$ cat src/rtl/bus_pkg.sv
// Shared definitions for the system bus: default widths, arbiter state
// encodings and the slave region codes used by the address decoder.
package bus_pkg;

    localparam int ADDR_W_DEF = 8;
    localparam int DATA_W_DEF = 32;

    typedef enum logic {
        ST_M0_GRANT = 1'b0,
        ST_M1_GRANT = 1'b1
    } arb_state_e;

    // Slave region codes seen by the address decoder
    typedef enum logic [2:0] {
        RGN_MATRIX = 3'b000,
        RGN_RAM_A  = 3'b001,
        RGN_RAM_B  = 3'b010,
        RGN_RAM_C  = 3'b011
    } bus_region_e;

endpackage

$ cat src/rtl/bus_arb_timer.sv
// Hold counter for the bus arbiter's contention timeout.
// Counts consecutive cycles in which both masters request. expire is
// raised on the TIMEOUT-th such cycle so the next edge preempts the owner.
// Ports:
//   clk, reset  system clock, synchronous active-high reset
//   contend     both masters are requesting this cycle
//   expire      owner has held the bus for TIMEOUT contended cycles
module bus_arb_timer
    import bus_pkg::*;
#(
    parameter int TIMEOUT = 16
) (
    input  logic clk,
    input  logic reset,
    input  logic contend,
    output logic expire
);

    localparam int CNT_W = (TIMEOUT > 1) ? $clog2(TIMEOUT) : 1;

    logic [CNT_W-1:0] count;

    assign expire = contend && (count == CNT_W'(TIMEOUT - 1));

    // A grant change only ever happens on a non-contended cycle (owner
    // dropped req) or on expiry, so both of those clearing the count
    // covers the "clear on grant change" case without seeing the grant.
    always_ff @(posedge clk) begin
        if (reset)
            count <= '0;
        else if (contend && !expire)
            count <= count + 1'b1;
        else
            count <= '0;
    end

endmodule

$ cat src/rtl/bus_arbiter.sv
// Two-master arbiter for the shared system bus. M0 (CPU) and M1 (DMA /
// matrix engine) request with level signals; a single registered grant
// selects whose req/wr/address/data drive the bus. The grant parks on M0.
// Optional feature: define BUS_ARB_TIMEOUT_EN to preempt an owner after
// TIMEOUT consecutive contended cycles (otherwise owners may starve).
// Ports:
//   clk, reset                          clock, synchronous active-high reset
//   M0_req/M0_wr/M0_address/M0_dout     master 0 request and payload
//   M1_req/M1_wr/M1_address/M1_dout     master 1 request and payload
//   M0_grant, M1_grant                  registered grant (exactly one high)
//   M_req/M_wr/M_address/M_dout         owner's signals onto the bus
module bus_arbiter
    import bus_pkg::*;
#(
    parameter int ADDR_W  = ADDR_W_DEF,
    parameter int DATA_W  = DATA_W_DEF,
    parameter int TIMEOUT = 16
) (
    input  logic              clk,
    input  logic              reset,
    input  logic              M0_req,
    input  logic              M0_wr,
    input  logic [ADDR_W-1:0] M0_address,
    input  logic [DATA_W-1:0] M0_dout,
    input  logic              M1_req,
    input  logic              M1_wr,
    input  logic [ADDR_W-1:0] M1_address,
    input  logic [DATA_W-1:0] M1_dout,
    output logic              M0_grant,
    output logic              M1_grant,
    output logic              M_req,
    output logic              M_wr,
    output logic [ADDR_W-1:0] M_address,
    output logic [DATA_W-1:0] M_dout
);

    arb_state_e state;
    logic       expire;

`ifdef BUS_ARB_TIMEOUT_EN
    logic contend;

    // Whoever owns the bus, contention means both are requesting.
    assign contend = M0_req & M1_req;

    bus_arb_timer #(.TIMEOUT(TIMEOUT)) u_timer (
        .clk     (clk),
        .reset   (reset),
        .contend (contend),
        .expire  (expire)
    );
`else
    logic unused_timeout;

    assign expire         = 1'b0;
    assign unused_timeout = ^TIMEOUT;
`endif

    always_ff @(posedge clk) begin
        if (reset) begin
            state <= ST_M0_GRANT;
        end else begin
            case (state)
                ST_M0_GRANT: if (expire || (!M0_req && M1_req)) state <= ST_M1_GRANT;
                ST_M1_GRANT: if (expire || !M1_req)             state <= ST_M0_GRANT;
                default:                                          state <= ST_M0_GRANT;
            endcase
        end
    end

    assign M0_grant = (state == ST_M0_GRANT);
    assign M1_grant = ~M0_grant;

    // Mux selects from the registered grant only, so a bus cycle never
    // mixes the two masters' signals.
    assign M_req     = M0_grant ? M0_req     : M1_req;
    assign M_wr      = M0_grant ? M0_wr      : M1_wr;
    assign M_address = M0_grant ? M0_address : M1_address;
    assign M_dout    = M0_grant ? M0_dout    : M1_dout;

endmodule

$ cat config.mk
export PLATFORM = sky130hd
export DESIGN_NAME = bus_arbiter
export DESIGN_NICKNAME = d
export VERILOG_FILES = /design/src/rtl/bus_pkg.sv /design/src/rtl/bus_arb_timer.sv /design/src/rtl/bus_arbiter.sv
export SDC_FILE = /design/constraint.sdc
export NUM_CORES = 1
export LEC_CHECK = 0
export CAP_MARGIN = 15
export CORE_AREA = 3 3 67 69
export CTS_BUF_LIST = sky130_fd_sc_hd__clkbuf_16
export CTS_CLUSTER_DIAMETER = 120
export CTS_CLUSTER_SIZE = 25
export DETAILED_ROUTE_END_ITERATION = 12
export DIE_AREA = 0 0 70 72
export PLACE_DENSITY = 0.84
export REMOVE_ABC_BUFFERS = 1
export SLEW_MARGIN = 20
export SYNTH_ARGS = -nofsm -noshare
export SYNTH_HDL_FRONTEND = slang
export SYNTH_SLANG_ARGS = --single-unit
$ cat constraint.sdc
create_clock -name clk -period 1.16 [get_ports clk]
set_input_delay 0.232 -clock clk [delete_from_list [all_inputs] [get_ports clk]]
set_output_delay 0.232 -clock clk [all_outputs]
set_load 0.05 [all_outputs]
# Yosys cells after proc, flatten, opt, wreduce, memory -nomap -nowiden
# Index checks and enable logic that the tools add are counted.
dict set report op_classes {
  n_reduce_logical 2
  muxes 7
  bitwise_logic 1
}
# op n
set op_table {}
lappend op_table {{$mux W32} 1}
lappend op_table {{$mux W8} 1}
lappend op_table {{$mux W1} 4}
lappend op_table {{$pmux W1 S2} 1}
lappend op_table {{$logic_and A1 B1 Y1} 1}
lappend op_table {{$logic_not A1 Y1} 1}
lappend op_table {{$not A1 Y1} 1}
dict set report totals {
  register_bits 1
  wordCells 11
  output_inout_bits 44
  input_bits 86
}

# Depth between registers and ports, before layout
# Gate-level depths: netlist of run 1.
dict set report depth {
  depth_word 4
  depth_mapped 4
  depth_no_buf 2
}

# Worst setup path before layout of run 1
# No wires, ideal clock.
dict set report synth_path {
  path_kind {register -> output}
  start {register state, in the netlist M1_grant}
  end {output port M_address[0]}
  required_ns 0.928
  arrival_ns 1.380
  path_stages_with_launch 4
  slack_ns -0.452
  n_path_buf 2
  path_cell_list {dfxtp_1 -> buf_6 -> buf_12 -> mux2_4}
}
dict set report synth_between {
  elab_chain_len 1
}
# item line_no
set synth_lines {}
lappend synth_lines {{from (decl)} bus_arbiter.sv:37} ;# arb_state_e state;
lappend synth_lines {{from (signal assigned)} bus_arbiter.sv:61} ;# state <= ST_M0_GRANT;
lappend synth_lines {{from (signal assigned)} bus_arbiter.sv:64} ;# ST_M0_GRANT: if (expire || (!M0_req && M1_req)) state <= ST_M1_GRANT;
lappend synth_lines {{from (signal assigned)} bus_arbiter.sv:65} ;# ST_M1_GRANT: if (expire || !M1_req) state <= ST_M0_GRANT;
lappend synth_lines {{$mux W8} bus_arbiter.sv:78} ;# assign M_address = M0_grant ? M0_address : M1_address;
lappend synth_lines {{to (decl)} bus_arbiter.sv:33} ;# output logic [ADDR_W-1:0] M_address,
# No other way between the ends.

# Final worst setup path of run 1
dict set report layout_path {
  start {register state, in the netlist M1_grant}
  end {output port M_address[1]}
}
# The elaborated chain is that of the path after synthesis.

==> results of run 1 <==
-- metrics by stage --
step	utilization (%)	TNS [ps]	hold WS, ps	cells	cell area (um^2)
3_5_place_dp	55.14	-6533	711.1	228	2190
5_1_grt	61.03	-6769	545.4	235	2424
3_3_place_gp	55.14	-6111	700.0	228	2190
6_report	61.03	-5680	512.2	235	2424
4_1_cts	59.42	-6030	783.1	233	2360
2_1_floorplan	-	-73950	296.6	46	659.4
-- how the worst max path moves through the flow --
stage                   startpoint             endpoint  slack [ps]  cells past startpoint
6_report       M1_grant$_SDFF_PP0_         M_address[1]        -150                      3
5_1_grt        M1_grant$_SDFF_PP0_         M_address[1]        -190                      3
4_1_cts        M1_grant$_SDFF_PP0_           M_dout[26]        -170                      4
3_5_place_dp   M1_grant$_SDFF_PP0_           M_dout[31]        -190                      3
3_3_place_gp   M1_grant$_SDFF_PP0_           M_dout[29]        -180                      3
2_1_floorplan  M1_grant$_SDFF_PP0_  M1_grant$_SDFF_PP0_       -2110                      2
-- power by group --
group          internal [mW]  switching (mW)  total [mW]
combinational          0.743           0.616        1.36
sequential            0.0358         0.00476      0.0406
clock                      0               0           0
total                  0.779           0.621        1.40
-- worst reg2reg max path, delay by kind of cell, from the launching register on --
| kind | cells | cell delay [ps] |
|---|---|---|
| buf+inv | 5 | 480 |
| compound gates | 1 | 150 |
| flops | 1 | 380 |
-- Yosys cell counts --
library cell / number / share of area, %
mux2_4: 39 / 78
mux2_2: 3 / 4.5
inv_1: 2 / 1.0
buf_6: 1 / 1.5
buf_12: 4 / 11
a211oi_2: 1 / 1.7
dfxtp_1: 1 / 2.7
-- kinds of logic (layout without fill, tap and decap cells) --
group	count (synthesis)	after routing	synth area share (%)
AO/OA/AOI/OAI	1	1	1.666
multiplexers	42	42	82.50
flip-flops	1	1	2.667
buffers and inverters	7	141	13.17
-- routing by layer --
layer | vias up | wire (um)
met5 | - | 0
met1 | 438 | 962
met2 | 59 | 2048
met3 | 0 | 286
met4 | 0 | 0
li1 | 460 | -
-- cell type report --
class,instances,area share (%)
Timing Repair Buffer,139,69.49
Multi-Input combinational cell,43,26.54
Tap cell,50,2.581
Sequential cell,1,0.9809
Inverter,2,0.4130
-- timing repair --
item / 4_1_cts / 5_1_grt
gates cloned: 2 / 0
endpoints found under the setup margin: 42 / 43
buffers inserted: 3 / 2
resized for setup: 73 / 16
==> impl_results.md, run 1 <==
- Outcome: finished, violations left
- Failing checks: setup timing
- Flops & latches, synth: 1
- Total routed wirelength: 3.297 mm
- Multi-input logic area: 643.1 um^2
- DIE HEIGHT: 72 um
- Drt drc: 0
- Post-synthesis sequential area ratio: 2.667%
- Crit path cell chain: buf_12 > mux2_4 > buf_8
- P_leak: 1.169 nW
- NumNets Final: 273
- R2R depth: 6
- Setup ws final: -154.7 ps
- Die width: 70 um
- RR Endpoint: M1_grant$_SDFF_PP0_
- Diode count: 0
- 1st-iter DRT viols: 5
- Max FFs per register: 1
- Vias in the first global route: 991
- R2r startpoint: M1_grant$_SDFF_PP0_
- GRT busiest layer: met2
- Starting Density: 18.90%
- Fmax: 760.7 MHz
- Initial antenna violation count: 0
- # fillers: 316
- Via count: 957
- Yosys warns: 0
- Pins Over Slew Limit: 0
- 1st-pass router iterations: 2
- Syn avg cell area: 14.72 um^2
- Max-Cap Viols: 0
- CTS Hold Bufs: 0
- Final hold violation count: 0
- Vias/cell: 4.072
- Critical Path AT: 1080 ps
- Core Area: 0.003971 mm^2
- Register-to-register setup slack: 60 ps
- Crit-path max FO: 21
- Delay-heaviest family, CP: flip-flops
- Largest net degree at the start of global routing: 22
- Final setup violation count: 42
- Number of unique standard cell types used by synthesis: 7
- Minimum clock period: 1315 ps
- CTS clock-pin slew for the worst setup and hold paths: 0 ps
- Peak VDD IR: 0.2757 mV
- Hold Crit Start: M1_req
- Pwr dens: 577.7 mW/mm^2
- Overall die area: 0.005040 mm^2
- Commonest non-fill, non-tap cell in the layout: clkdlybuf4s50_1
- Clock latency on the worst-skew pair: 0 ps
- Most frequent cells in the layout: 43 x clkdlybuf4s50_1, 42 x mux2_4, 37 x dlygate4sd2_1
- Worst Path Class, Setup: reg -> out
- Fin Clk Skew: 0 ps
- Slew headroom: 89.16%
- Layout cells sized above 1: 53.51%
- Hold depth: 3
- Post-route clock period utilization: 113.3%
- Global placement routability congestion: 0.6266
- Row cnt: 23
- Area occupied by registers: 23.77 um^2
- Hold Crit Class: in -> reg
- GR Overflow Total: 0
- Met1 GRT Util: 12.28%
- Power, Total: 1.400 mW
- First-pass GRT wire length: 5.037 mm
- CP Capture Type: output port
- Data required, critical path: 930 ps
- Worst Max-Slew Pin Slew: 162.7 ps
- Gr usage total: 12.09%
- Syn-to-layout area delta: 222.8%
- Synthesized instance count: 51
- Mapped Area: 750.7 um^2
- Met3 global-route usage: 1.939%
- Buffers added on ports: 129
- GR Util met2: 26.76%
- WP buf/inv: 2
- Unrepaired setup endpoints after global routing: true
- Count of antenna-violating nets left after detailed routing: 0
- I/O pin count: 130
- Slowest stage delay, CP: 380 ps
- Placement Setup Slack: -194.0 ps
- WL/cell: 14.03 um
- Setup crit start kind: flip-flop
- CP max stage cell: dfxtp_4
- Hold worst-path end: M1_grant$_SDFF_PP0_
Note: power is estimated with default switching activity, not from simulation.
==> run 2: changes to the inputs <==
--- a/config.mk
+++ b/config.mk
@@ -7,11 +7,12 @@
 export LEC_CHECK = 0
 export CAP_MARGIN = 15
 export CORE_AREA = 3 3 67 69
-export CTS_BUF_LIST = sky130_fd_sc_hd__clkbuf_16
+export CTS_BUF_LIST = sky130_fd_sc_hd__clkbuf_4 sky130_fd_sc_hd__clkbuf_8 sky130_fd_sc_hd__clkbuf_16
 export CTS_CLUSTER_DIAMETER = 120
 export CTS_CLUSTER_SIZE = 25
 export DETAILED_ROUTE_END_ITERATION = 12
 export DIE_AREA = 0 0 70 72
+export GPL_TIMING_DRIVEN = 0
 export PLACE_DENSITY = 0.84
 export REMOVE_ABC_BUFFERS = 1
 export SLEW_MARGIN = 20
==> run 2 against run 1 <==
Effect of this change:
- the run still ends with setup timing left
- via count is 1.4% higher
- clock skew stayed put
- worst setup slack worse by 1.8 ps
- register-to-register slack better by 110 ps
- utilization is 0.57 points lower
- critical path type unchanged
- die area stayed put
- cell count is 1.3% higher
==> impl_results.md, run 2 (synthesis results as in run 1) <==
- Outcome: finished, violations left
- Failing checks: setup timing
- CP max stage cell: dfxtp_4
- Top routing layer in use: met3
- CTS Hold Bufs: 0 (unchanged)
- Final Core Density: 60.46% (-0.57 points)
- Max FFs per register: 1 (unchanged)
- P_leak: 1.072 nW (-8.3%)
- Worst Path Class, Setup: reg -> out
- I/O pin count: 130 (unchanged)
- Syn-to-layout area delta: 219.8%
- Worst Max-Slew Pin Slew: 135.1 ps (-27.59 ps)
- Vias/cell: 4.076 (about the same)
- 1st-pass router iterations: 2 (unchanged)
- Peak VDD IR: 0.2550 mV (-7.5%)
- Pins Over Slew Limit: 0 (unchanged)
- Clock latency on the worst-skew pair: 0 ps (unchanged)
- CTS clock-pin slew for the worst setup and hold paths: 0 ps (unchanged)
- # fillers: 335 (+6.0%)
- Buffers added on ports: 129 (unchanged)
- Most frequent CP cell: buf_12
- Met2 WL: 2.131 mm (+4.1%)
- Final hold violation count: 0 (unchanged)
- Vias in the first global route: 1048 (+5.8%)
- R2R depth: 5 (-1)
- Most frequent cells in the layout: 79 x clkdlybuf4s50_1, 42 x mux2_4, 33 x buf_6
- Setup ws final: -156.5 ps (-1.822 ps)
- Largest net degree at the start of global routing: 8 (-64%)
- Diode count: 0 (unchanged)
- Slowest stage delay, CP: 360 ps (-20 ps)
- Count of antenna-violating nets left after detailed routing: 0 (unchanged)
- Pwr dens: 574.7 mW/mm^2 (-0.51%)
- Fmax: 759.6 MHz (-0.14%)
- Critical Path AT: 1080 ps (about the same)
- Placed inst area: 0.002017 mm^2 (-7.9%)
- WL/cell: 15.27 um (+8.9%)
- Die width: 70 um (unchanged)
- First-pass GRT wire length: 5.306 mm (+5.3%)
- Setup crit start kind: flip-flop
- Drt drc: 0 (unchanged)
- Crit path cell chain: buf_12 > buf_12 > mux2_4 > buf_6
- Hold depth: 2 (-1)
- Hold Crit Class: in -> reg
- Placement Setup Slack: -1052 ps (-858.1 ps)
- WL met1: 1.245 mm (+29%)
- Total routed wirelength: 3.635 mm (+10%)
- Commonest non-fill, non-tap cell in the layout: clkdlybuf4s50_1
- Via count: 970 (+1.4%)
- Minimum clock period: 1316 ps (+1.822 ps)
- NumNets Final: 276 (+1.1%)
- CP Capture Type: output port
- Global placement routability congestion: 0.6877 (+9.8%)
- Layout cells sized above 1: 54.26% (+0.74 points)
- GR Overflow Total: 0 (unchanged)
- Fin area: 0.002401 mm^2 (-0.93%)
- Power, Total: 1.380 mW (-1.4%)
- Data required, critical path: 930 ps (about the same)
- 1st-iter DRT viols: 7 (+2)
- Crit-path max FO: 6 (-71%)
- Starting Density: 18.90% (unchanged)
- DIE HEIGHT: 72 um (unchanged)
- Overall die area: 0.005040 mm^2 (unchanged)
- Gr usage total: 13.08% (+0.99 points)
- Final setup violation count: 42 (unchanged)
- Row cnt: 23 (unchanged)
- Fin Clk Skew: 0 ps (unchanged)
- Hold slack final: 577.9 ps (+65.72 ps)
- Initial antenna violation count: 0 (unchanged)
- Core Area: 0.003971 mm^2 (unchanged)
- Slew headroom: 90.98% (+1.8 points)
- HPWL after DPL: 2.519 mm
- Post-route clock period utilization: 113.5% (+0.16 points)
- Max-Cap Viols: 0 (unchanged)
- Unrepaired setup endpoints after global routing: true
- Metal3 WL: 258 um (-9.8%)
[run 2: changes by cell type in the layout (fill, tap and decap cells not counted), sizes merged]
cell,before,now
clkdlybuf4s50,43,79
dlymetal6s2s,5,1
dlygate4sd2,37,5
buf,54,57
[run 2: final cells by class]
class                   count  area, um^2  area share (%)
inverters                   2       15.01          0.6253
flip-flops and latches      1       23.77          0.9901
repair buffers            142        1657           68.99
multi-input cells          43       643.1           26.78
well taps                  50       62.56           2.606
[run 2: through the flow]
| step | instances | setup TNS [ps] |
|---|---|---|
| finish | 238 | -6159 |
| global route | 238 | -6898 |
| CTS | 237 | -6199 |
| detailed placement | 225 | -44380 |
| global placement | 225 | -105130 |
| floorplan | 46 | -73950 |
[run 2: repair_timing]
action                     4_1_cts  5_1_grt
cloned                           4        0
setup endpoints to repair       45       43
gates resized for setup        328       15
hold endpoints to repair         0        0
buffers inserted                 8        1
[run 2: path summary, 6_finish.rpt]
| check | from | end | slack [ps] |
|---|---|---|---|
| worst max-delay path | M1_grant$_SDFF_PP0_ | M_address[5] | -160 |
| worst min-delay path | M0_req | M1_grant$_SDFF_PP0_ | 580 |
| worst max register to register | M1_grant$_SDFF_PP0_ | M1_grant$_SDFF_PP0_ | 170 |
| worst min register to register | M1_grant$_SDFF_PP0_ | M1_grant$_SDFF_PP0_ | 880 |
[run 2: critical path, delay by kind of cell (launching register included)]
kind,cells,cell delay (ps)
flip-flops,1,360
multiplexers,1,300
buffers and inverters,3,420
[run 2: layer usage]
layer  up-vias  track usage (%)
li1        469                -
met1       442            13.86
met2        59            28.65
met3         0            1.524
met4         0                0
met5         -                0
[run 2: power breakdown]
part	total [mW]	switching, mW	internal (mW)
clock	0	0	0
combinational	1.34	0.615	0.726
sequential	0.0388	0.00302	0.0358
total	1.38	0.618	0.762
==> run 3: changes to the inputs <==
--- a/config.mk
+++ b/config.mk
@@ -6,14 +6,14 @@
 export NUM_CORES = 1
 export LEC_CHECK = 0
 export CAP_MARGIN = 15
-export CORE_AREA = 3 3 67 69
+export CORE_AREA = 3 3 64 66
 export CTS_BUF_LIST = sky130_fd_sc_hd__clkbuf_4 sky130_fd_sc_hd__clkbuf_8 sky130_fd_sc_hd__clkbuf_16
 export CTS_CLUSTER_DIAMETER = 120
 export CTS_CLUSTER_SIZE = 25
 export DETAILED_ROUTE_END_ITERATION = 12
-export DIE_AREA = 0 0 70 72
+export DIE_AREA = 0 0 67 69
 export GPL_TIMING_DRIVEN = 0
-export PLACE_DENSITY = 0.84
+export PLACE_DENSITY = 0.87
 export REMOVE_ABC_BUFFERS = 1
 export SLEW_MARGIN = 20
 export SYNTH_ARGS = -nofsm -noshare
==> constraint.sdc (replaced) <==
create_clock -name clk -period 1.3 [get_ports clk]
set_input_delay 0.26 -clock clk [delete_from_list [all_inputs] [get_ports clk]]
set_output_delay 0.26 -clock clk [all_outputs]
set_load 0.05 [all_outputs]
==> run 3 against run 2 <==
Effect of this change:
- largest cell class unchanged
- routed wire length is 6.3% lower
- critical endpoint is now M_dout[2]
- first-iteration DRC count is 110% higher
- the flow still finishes with violations (setup timing)
- die area is 8.3% lower
- largest power group unchanged
- worst setup slack better by 77 ps
- global-route usage is 1.1 points higher
- sequential power is 11% lower
- critical path depth is 1 lower
- register-to-register slack better by 170 ps
- total power is 15% lower
==> impl_results.md, run 3 (synthesis results as in run 1) <==
- Fmax: 725.1 MHz
- 1st-iter DRT viols: 15 (+8)
- I/O pin count: 130 (unchanged)
- NumNets Final: 272 (-1.4%)
- GR Overflow Total: 0 (unchanged)
- Crit-path max FO: 1 (-5)
- Sw Ratio: 46.75% (+1.9 points)
- Initial antenna violation count: 0 (unchanged)
- Hold Crit Class: in -> reg
- 1st-pass router iterations: 3 (+1)
- Drt drc: 0 (unchanged)
- Outcome: finished, violations left
- CP max stage cell: clkdlybuf4s50_1
- Max-Cap Viols: 0 (unchanged)
- Most frequent cells in the layout: 62 x dlygate4sd2_1, 41 x mux2_4, 32 x buf_8
- Gr usage total: 14.17% (+1.1 points)
- Slowest stage delay, CP: 430 ps (+70 ps)
- First-pass GRT wire length: 5.244 mm (-1.2%)
- Final setup TNS: -1330 ps (+4829 ps)
- Power, Total: 1.169 mW (-15%)
- Minimum clock period: 1379 ps
- HPWL after DPL: 2.410 mm (-4.3%)
- Pwr dens: 513.4 mW/mm^2 (-11%)
- P_leak: 1.146 nW (+6.8%)
- Peak VDD IR: 0.2312 mV (-9.4%)
- Data required, critical path: 1040 ps (+110 ps)
- Layout cells sized above 1: 52.72% (-1.5 points)
- CTS clock-pin slew for the worst setup and hold paths: 0 ps (unchanged)
- Delay-heaviest family, CP: buffers and inverters
- Vias in the first global route: 1086 (+3.6%)
- Buffers added on ports: 129 (unchanged)
- Max FFs per register: 1 (unchanged)
- Starting Density: 20.66% (+1.8 points)
- Reg power frac: 3.0% (+0.2 points)
- Post-route clock period utilization: 106.1%
- Count of antenna-violating nets left after detailed routing: 0 (unchanged)
- CP Capture Type: output port
- Via count: 982 (+1.2%)
- Hold slack final: 492.0 ps (-85.91 ps)
- Vias/cell: 4.233 (+3.9%)
- WP buf/inv: 2 (-1)
- Pins Over Slew Limit: 0 (unchanged)
- Die width: 67 um (-4.3%)
- Worst Path Class, Setup: in -> out
- Critical Path AT: 1120 ps (+40 ps)
- Core Area: 0.003633 mm^2 (-8.5%)
- Row cnt: 22 (-4.3%)
- Worst Max-Slew Pin Slew: 265.8 ps (+130.8 ps)
- Unrepaired setup endpoints after global routing: true
- Slew headroom: 82.40% (-8.6 points)
- Setup crit start kind: input port
- Clk pwr share: 0% (unchanged)
- Pint: 0.6226 mW (-18%)
- DIE HEIGHT: 69 um (-4.2%)
- Largest net degree at the start of global routing: 12 (+4)
- Final setup violation count: 31 (-26%)
- Failing checks: setup timing
- P_sw: 0.5465 mW (-12%)
- WL/cell: 14.68 um (-3.9%)
- Final hold violation count: 0 (unchanged)
- Crit path cell chain: clkdlybuf4s50_1 > mux2_4 > buf_6
- Total routed wirelength: 3.405 mm (-6.3%)
- Clock latency on the worst-skew pair: 0 ps (unchanged)
- Global placement routability congestion: 0.5862 (-15%)
- Setup ws final: -79.11 ps (+77.38 ps)
- Combinational Power Share: 97.0% (-0.2 points)
- Diode count: 0 (unchanged)
- Syn-to-layout area delta: 203.3%
- Fin Clk Skew: 0 ps (unchanged)
- Commonest non-fill, non-tap cell in the layout: dlygate4sd2_1
- Overall die area: 0.004623 mm^2 (-8.3%)
- CTS Hold Bufs: 0 (unchanged)
==> run 3: changes by cell type in the layout (fill, tap and decap cells not counted), moves of 2 or more <==
cell and delta:
dlymetal6s2s_1 +2, dlygate4sd2_1 +57, clkdlybuf4s50_1 -59, bufbuf_16 +2, buf_16 -4, buf_8 +20, buf_2 +2, buf_12 -4
buf_6 -21
==> run 3: final timing paths <==
check | from | to | slack, ps | depth (start not counted)
max reg2reg | M1_grant$_SDFF_PP0_ | M1_grant$_SDFF_PP0_ | 340 | 3
max | M1_dout[2] | M_dout[2] | -80 | 3
min | M0_req | M1_grant$_SDFF_PP0_ | 490 | 2
min reg2reg | M1_grant$_SDFF_PP0_ | M1_grant$_SDFF_PP0_ | 820 | 3
==> run 3: power groups by stage <==
stage | logic [mW] | registers [mW] | clock network (mW)
2_1_floorplan | 0.558 | 0.0631 | 0
3_3_place_gp | 1.00 | 0.0635 | 0
3_5_place_dp | 0.999 | 0.0634 | 0
4_1_cts | 1.15 | 0.0344 | 0
5_1_grt | 1.18 | 0.0348 | 0
6_report | 1.13 | 0.0346 | 0
==> run 3: repair_timing <==
action	in CTS	in global routing
gates resized for setup	400	6
setup buffers	8	0
cloned	2	0
setup endpoints to repair	44	43
==> run 3: stage by stage <==
stage / instance area, um^2 / util, % / setup WS, ps / std cells
2_1_floorplan: 659.4 / - / -1974 / 46
5_1_grt: 2277 / 62.67 / -92.55 / 232
6_report: 2277 / 62.67 / -79.11 / 232
3_3_place_gp: 2011 / 55.34 / -2265 / 223
4_1_cts: 2292 / 63.09 / -102.8 / 233
3_5_place_dp: 2014 / 55.44 / -932.1 / 223
==> run 3: layout make-up <==
type                    instances  area [um^2]
fillers                       300         1356
repair buffers                138         1546
inverters                       2        7.507
well taps                      48        60.06
flip-flops and latches          1        23.77
multi-input cells              43        639.4
==> run 3: worst reg2reg max path, delay by kind of cell (launching register included) <==
kind	cells	cell delay [ps]
flip-flops	1	360
buffers and inverters	2	360
AO/OA/AOI/OAI	1	160
==> run 3: layer usage <==
metal  up-vias  global-route usage [%]  part of all wire (%)
met1       430                   14.76                    32
met4         0                       0                     0
met2        95                   26.31                    48
met3         0                   7.166                    20
li1        457                       -                     -
met5         -                       0                     0
==> RTL change 1: new RTL, flow settings as in run 3 <==
Make the reset (`reset`) asynchronous in one clocked block. Comments in the files are not updated.
--- a/src/rtl/bus_arbiter.sv
+++ b/src/rtl/bus_arbiter.sv
@@ -58,3 +58,3 @@
 
-    always_ff @(posedge clk) begin
+    always_ff @(posedge clk or posedge reset) begin
         if (reset) begin
Behaviour: differs if reset is asserted again (counterexample within 4 cycles, from zero or initial values and one cycle with reset high); with reset held inactive, the same outputs for 10 cycles.
==> RTL change 1 against run 3 <==
- the flow still finishes with violations (setup timing)
- wire length shrank 7.3%
- synthesized area shrank 1.0%
- sequential share of layout area grew 0.30 points
- sequential cell count is the same
- cell area shrank 5.9%
- total power grew 9.8%
- synthesized cell count grew 3.9%
- setup slack lost 0.058 ns
- critical endpoint is now M_dout[15]
==> RTL change 1: results (changes against run 3) <==
Async S/R FF share, synth: 100% (+100 points)
Worst path max stage delay: 0.51 ns (+0.08 ns)
Layout cells sized above 1: 50.8% (-1.9 points)
Outcome: finished, violations left
Filler Cells Inserted: 298 (-0.67%)
Vias: 935 (-4.8%)
Total GRT Usage: 11.7% (-2.4 points)
Routability congestion estimate: 0.637 (+8.7%)
Met1 Resource Use GR: 11.7% (-3.1 points)
WP data arrival: 1.18 ns (+0.06 ns)
DP Area: 0.00201 mm^2 (-0.12%)
Initial DRC Count: 6 (-9)
M3 GR Usage: 5.05% (-2.1 points)
Failing checks: setup timing
M2 GR Usage: 23.0% (-3.3 points)
Worst min path class: primary input to async pin
Final worst slack: -0.137 ns (-0.0578 ns)
Layout Nets: 269 (-1.1%)
Top cells by count, synth: mux2_4, buf_12, mux2_2
Static Leakage: 0.000972 uW (-15%)
Worst VDD drop: 0.304 mV (+31%)
Count of different cell masters after synthesis: 10 (+3)
CP max FO: 22 (+21)
Final setup viols: 42 (+35%)
Synth area leaders: mux2_4, buf_12, mux2_2
RTL change 1: cell count changes in the layout (fill, tap and decap cells not counted), sizes merged, moves of 2 or more:
cell                  run 3  this run
nand2                     0         2
buf                      51        47
clkdlybuf4s50            20        84
dlymetal6s2s              3         0
bufbuf                    2         0
dlygate4sd2              62         1
RTL change 1: area by class of cell:
cell class	instances	area [um^2]	share of cell area, %
tap	48	60.1	2.80
inverter	2	7.51	0.350
timing repair buffer	133	1410	65.7
multi-input combinational	45	639	29.8
sequential	1	28.8	1.34
RTL change 1: power breakdown:
part / switching, uW / leakage (uW) / total, uW / internal [uW]
registers: 6.96 / 0.0000112 / 42.3 / 35.4
logic: 606 / 0.000961 / 1240 / 636
clock network: 0 / 0 / 0 / 0
total: 613 / 0.000972 / 1280 / 671
RTL change 1: per-stage QoR:
stage	cells	hold WS [ns]	total power (uW)	worst slack, ns
floorplan	48	-0.0113	727	-1.62
global placement	225	0.404	1200	-2.16
detailed placement	225	0.403	1200	-1.01
CTS	229	0.402	1260	-0.153
global route	229	0.446	1340	-0.160
finish	229	0.401	1280	-0.137
RTL change 1: worst register-to-register path: cells and delay by family, from the launching register on:
| family | cells | cell delay (ns) |
|---|---|---|
| buffers and inverters | 1 | 0.20 |
| AND/OR/NAND/NOR | 2 | 0.32 |
| flip-flops | 1 | 0.51 |
RTL change 1: cells by family after synthesis:
kind of cell           count (synthesis)  share of synthesized area [%]
DFF                                    1                           3.37
muxes                                 41                           81.3
buffers and inverters                  7                           12.6
and+or+nand+nor                        4                           2.70
RTL change 1: repair_timing:
action                     4_1_cts  5_1_grt
gates resized for setup        296       15
setup buffers                    4        0
setup endpoints to repair       45       43
RTL change 1: path summary, 6_finish.rpt:
path                          start         end  slack, ns  depth (start not counted)
max in group asynchronous     reset    M1_grant       0.80                          2
min in group clk             M1_req    M1_grant       0.85                          2
min                           reset    M1_grant       0.40                          2
max reg2reg                M1_grant    M1_grant       0.15                          3
max                        M1_grant  M_dout[15]      -0.14                          3
min reg2reg                M1_grant    M1_grant       1.01                          3
RTL change 1: per-layer routing:
| layer | wire length (um) | vias up |
|---|---|---|
| met5 | 0 | - |
| met4 | 0 | 0 |
| met3 | 649 | 0 |
| met2 | 1570 | 91 |
| met1 | 941 | 394 |
| li1 | - | 450 |
==> RTL change 2: new RTL, flow settings as in run 3 <==
Without the edit above. The option `BUS_ARB_TIMEOUT_EN` is turned on by a define.
--- a/src/rtl/bus_arbiter.sv
+++ b/src/rtl/bus_arbiter.sv
@@ -11,2 +11,4 @@
 //   M_req/M_wr/M_address/M_dout         owner's signals onto the bus
+`define BUS_ARB_TIMEOUT_EN
+
 module bus_arbiter
Formal check against the unedited RTL: same outputs for any inputs over 10 cycles, from zero or initial values and one cycle with reset high; that may be too few to reach the edited logic, so the function may still have changed.
==> RTL change 2 against run 3 <==
- the flow still finishes with violations (setup timing)
- total power is 42% higher
- critical path depth is 2 higher
- sequential cell count is 4 higher
- synthesized area is 21% higher
- utilization is 7.8 points higher
- wire length is 25% higher
- setup slack worse by 0.27 ns
- register-to-register slack worse by 0.18 ns
- cell area is 12% higher
==> RTL change 2: results (changes against run 3) <==
Failing checks: setup timing
DRT Wirelength: 4240 um (+25%)
Total GRT Usage: 17.6% (+3.4 points)
Fraction of area in multi-input gates: 27.9% (-0.17 points)
#MultiIn Comb: 55 (+28%)
Worst VDD drop: 0.510 mV (+120%)
Clk buf depth: 2
Setup TNS: -11.88 ns (-10.55 ns)
Layout cells sized above 1: 52.5% (-0.18 points)
Utilization after layout: 70.5% (+7.8 points)
DP Area: 0.00219 mm^2 (+8.9%)
Outcome: finished, violations left
Sequential cell area share: 4.06% (+3.0 points)
Layout Nets: 305 (+12%)
Worst-Skew Late Latency: 0.22 ns (+0.22 ns)
CP max FO: 7 (+6)
Largest net degree at the start of global routing: 8 (-4)
Initial DRC Count: 29 (+14)
Filler Cells Inserted: 268 (-11%)
Non-Filler Instances: 265 (+14%)
Post-placement cell count: 240 (+7.6%)
Slowest library cell on the worst path: dfxtp_4
Worst min path class: flip-flop to flip-flop
Number of global-route vias before repair: 1,238 (+14%)
Cells after synthesis: 67 (+31%)
Synth area leaders: mux2_4, dfxtp_1, buf_12
Total clock buffers created by CTS: 3
Pre-CTS setup slack: -0.822 ns (+0.110 ns)
Largest register FFs: 4 (+3)
CTS root buffer: clkbuf_8
First-pass GRT wire length: 6230 um (+19%)
Number of non-clock inverters: 2 (unchanged)
Clk slew on worst S/H paths: 0.04 ns (+0.04 ns)
Antenna cells: 0 (unchanged)
Worst path max stage delay: 0.37 ns (-0.06 ns)
Sequential cells: 5 (+4)
Count of different cell masters after synthesis: 15 (+8)
Post-detail-place hpwl: 3000 um (+24%)
Overall die area: 0.00462 mm^2 (unchanged)
Top cells by count, synth: mux2_4, dfxtp_1, buf_12
Seq/Total Area, Yosys: 11.0% (+8.3 points)
Final Skew: 0.00214 ns (+0.00214 ns)
Final worst slack: -0.350 ns (-0.271 ns)
Via-per-instance ratio: 4.35 (+2.7%)
Clock-cell share: 1.91%
Routability congestion estimate: 0.693 (+18%)
Worst-Margin Slew: 0.262 ns (-0.00430 ns)
Worst setup SP type: flip-flop
Static Leakage: 0.00115 uW (+0.13%)
WP data arrival: 1.39 ns (+0.27 ns)
Final setup viols: 44 (+42%)
Internal power: 1020 uW (+64%)
[RTL change 2: cell count changes in the layout (fill, tap and decap cells not counted), sizes merged, moves of 2 or more]
cell / before / now
buf: 51 / 66
dlymetal6s2s: 3 / 0
clkbuf: 0 / 4
clkdlybuf4s50: 20 / 85
nor2: 0 / 3
bufbuf: 2 / 0
nand3: 0 / 2
xnor2: 0 / 2
dfxtp: 1 / 5
dlygate4sd2: 62 / 0
[RTL change 2: kinds of logic (layout without fill, tap and decap cells)]
kind of cell	after synthesis	count (layout)	share of synthesized area (%)
compound gates	1	1	0.550
fa+ha+maj	1	1	1.38
flops	5	5	11.0
buf+inv	7	157	10.9
xor+xnor	3	3	2.89
mux	42	42	68.5
simple gates	8	8	4.82
[RTL change 2: final timing paths]
| check | from | slack [ns] | endpoint | depth (start not counted) |
|---|---|---|---|---|
| worst max-delay path | M1_grant | -0.35 | M_address[2] | 5 |
| worst min register to register | u_timer.count[0] | 0.47 | u_timer.count[0] | 1 |
| worst min-delay path | u_timer.count[0] | 0.47 | u_timer.count[0] | 1 |
| worst max register to register | M1_grant | 0.16 | M1_grant | 6 |
[RTL change 2: power by group through the flow]
stage	clock (uW)	sequential, uW	combinational [uW]
after floorplan	0	191	565
after global placement	0	193	1010
after detailed placement	0	174	1040
after CTS	314	163	1180
after global routing	327	162	1230
final	305	162	1190
[RTL change 2: layer usage]
layer,vias to the layer above,track usage (%),share of wire (%)
met5,-,0,0
met4,0,5.41,0.73
met3,4,5.54,10
met2,63,36.6,61
met1,539,14.4,28
li1,546,-,-
[RTL change 2: timing repair]
action | 4_1_cts | 5_1_grt
endpoints found under the setup margin | 44 | 44
pin swaps | 0 | 0
gates resized for setup | 322 | 5
gates cloned | 3 | 0
buffers inserted | 16 | 3
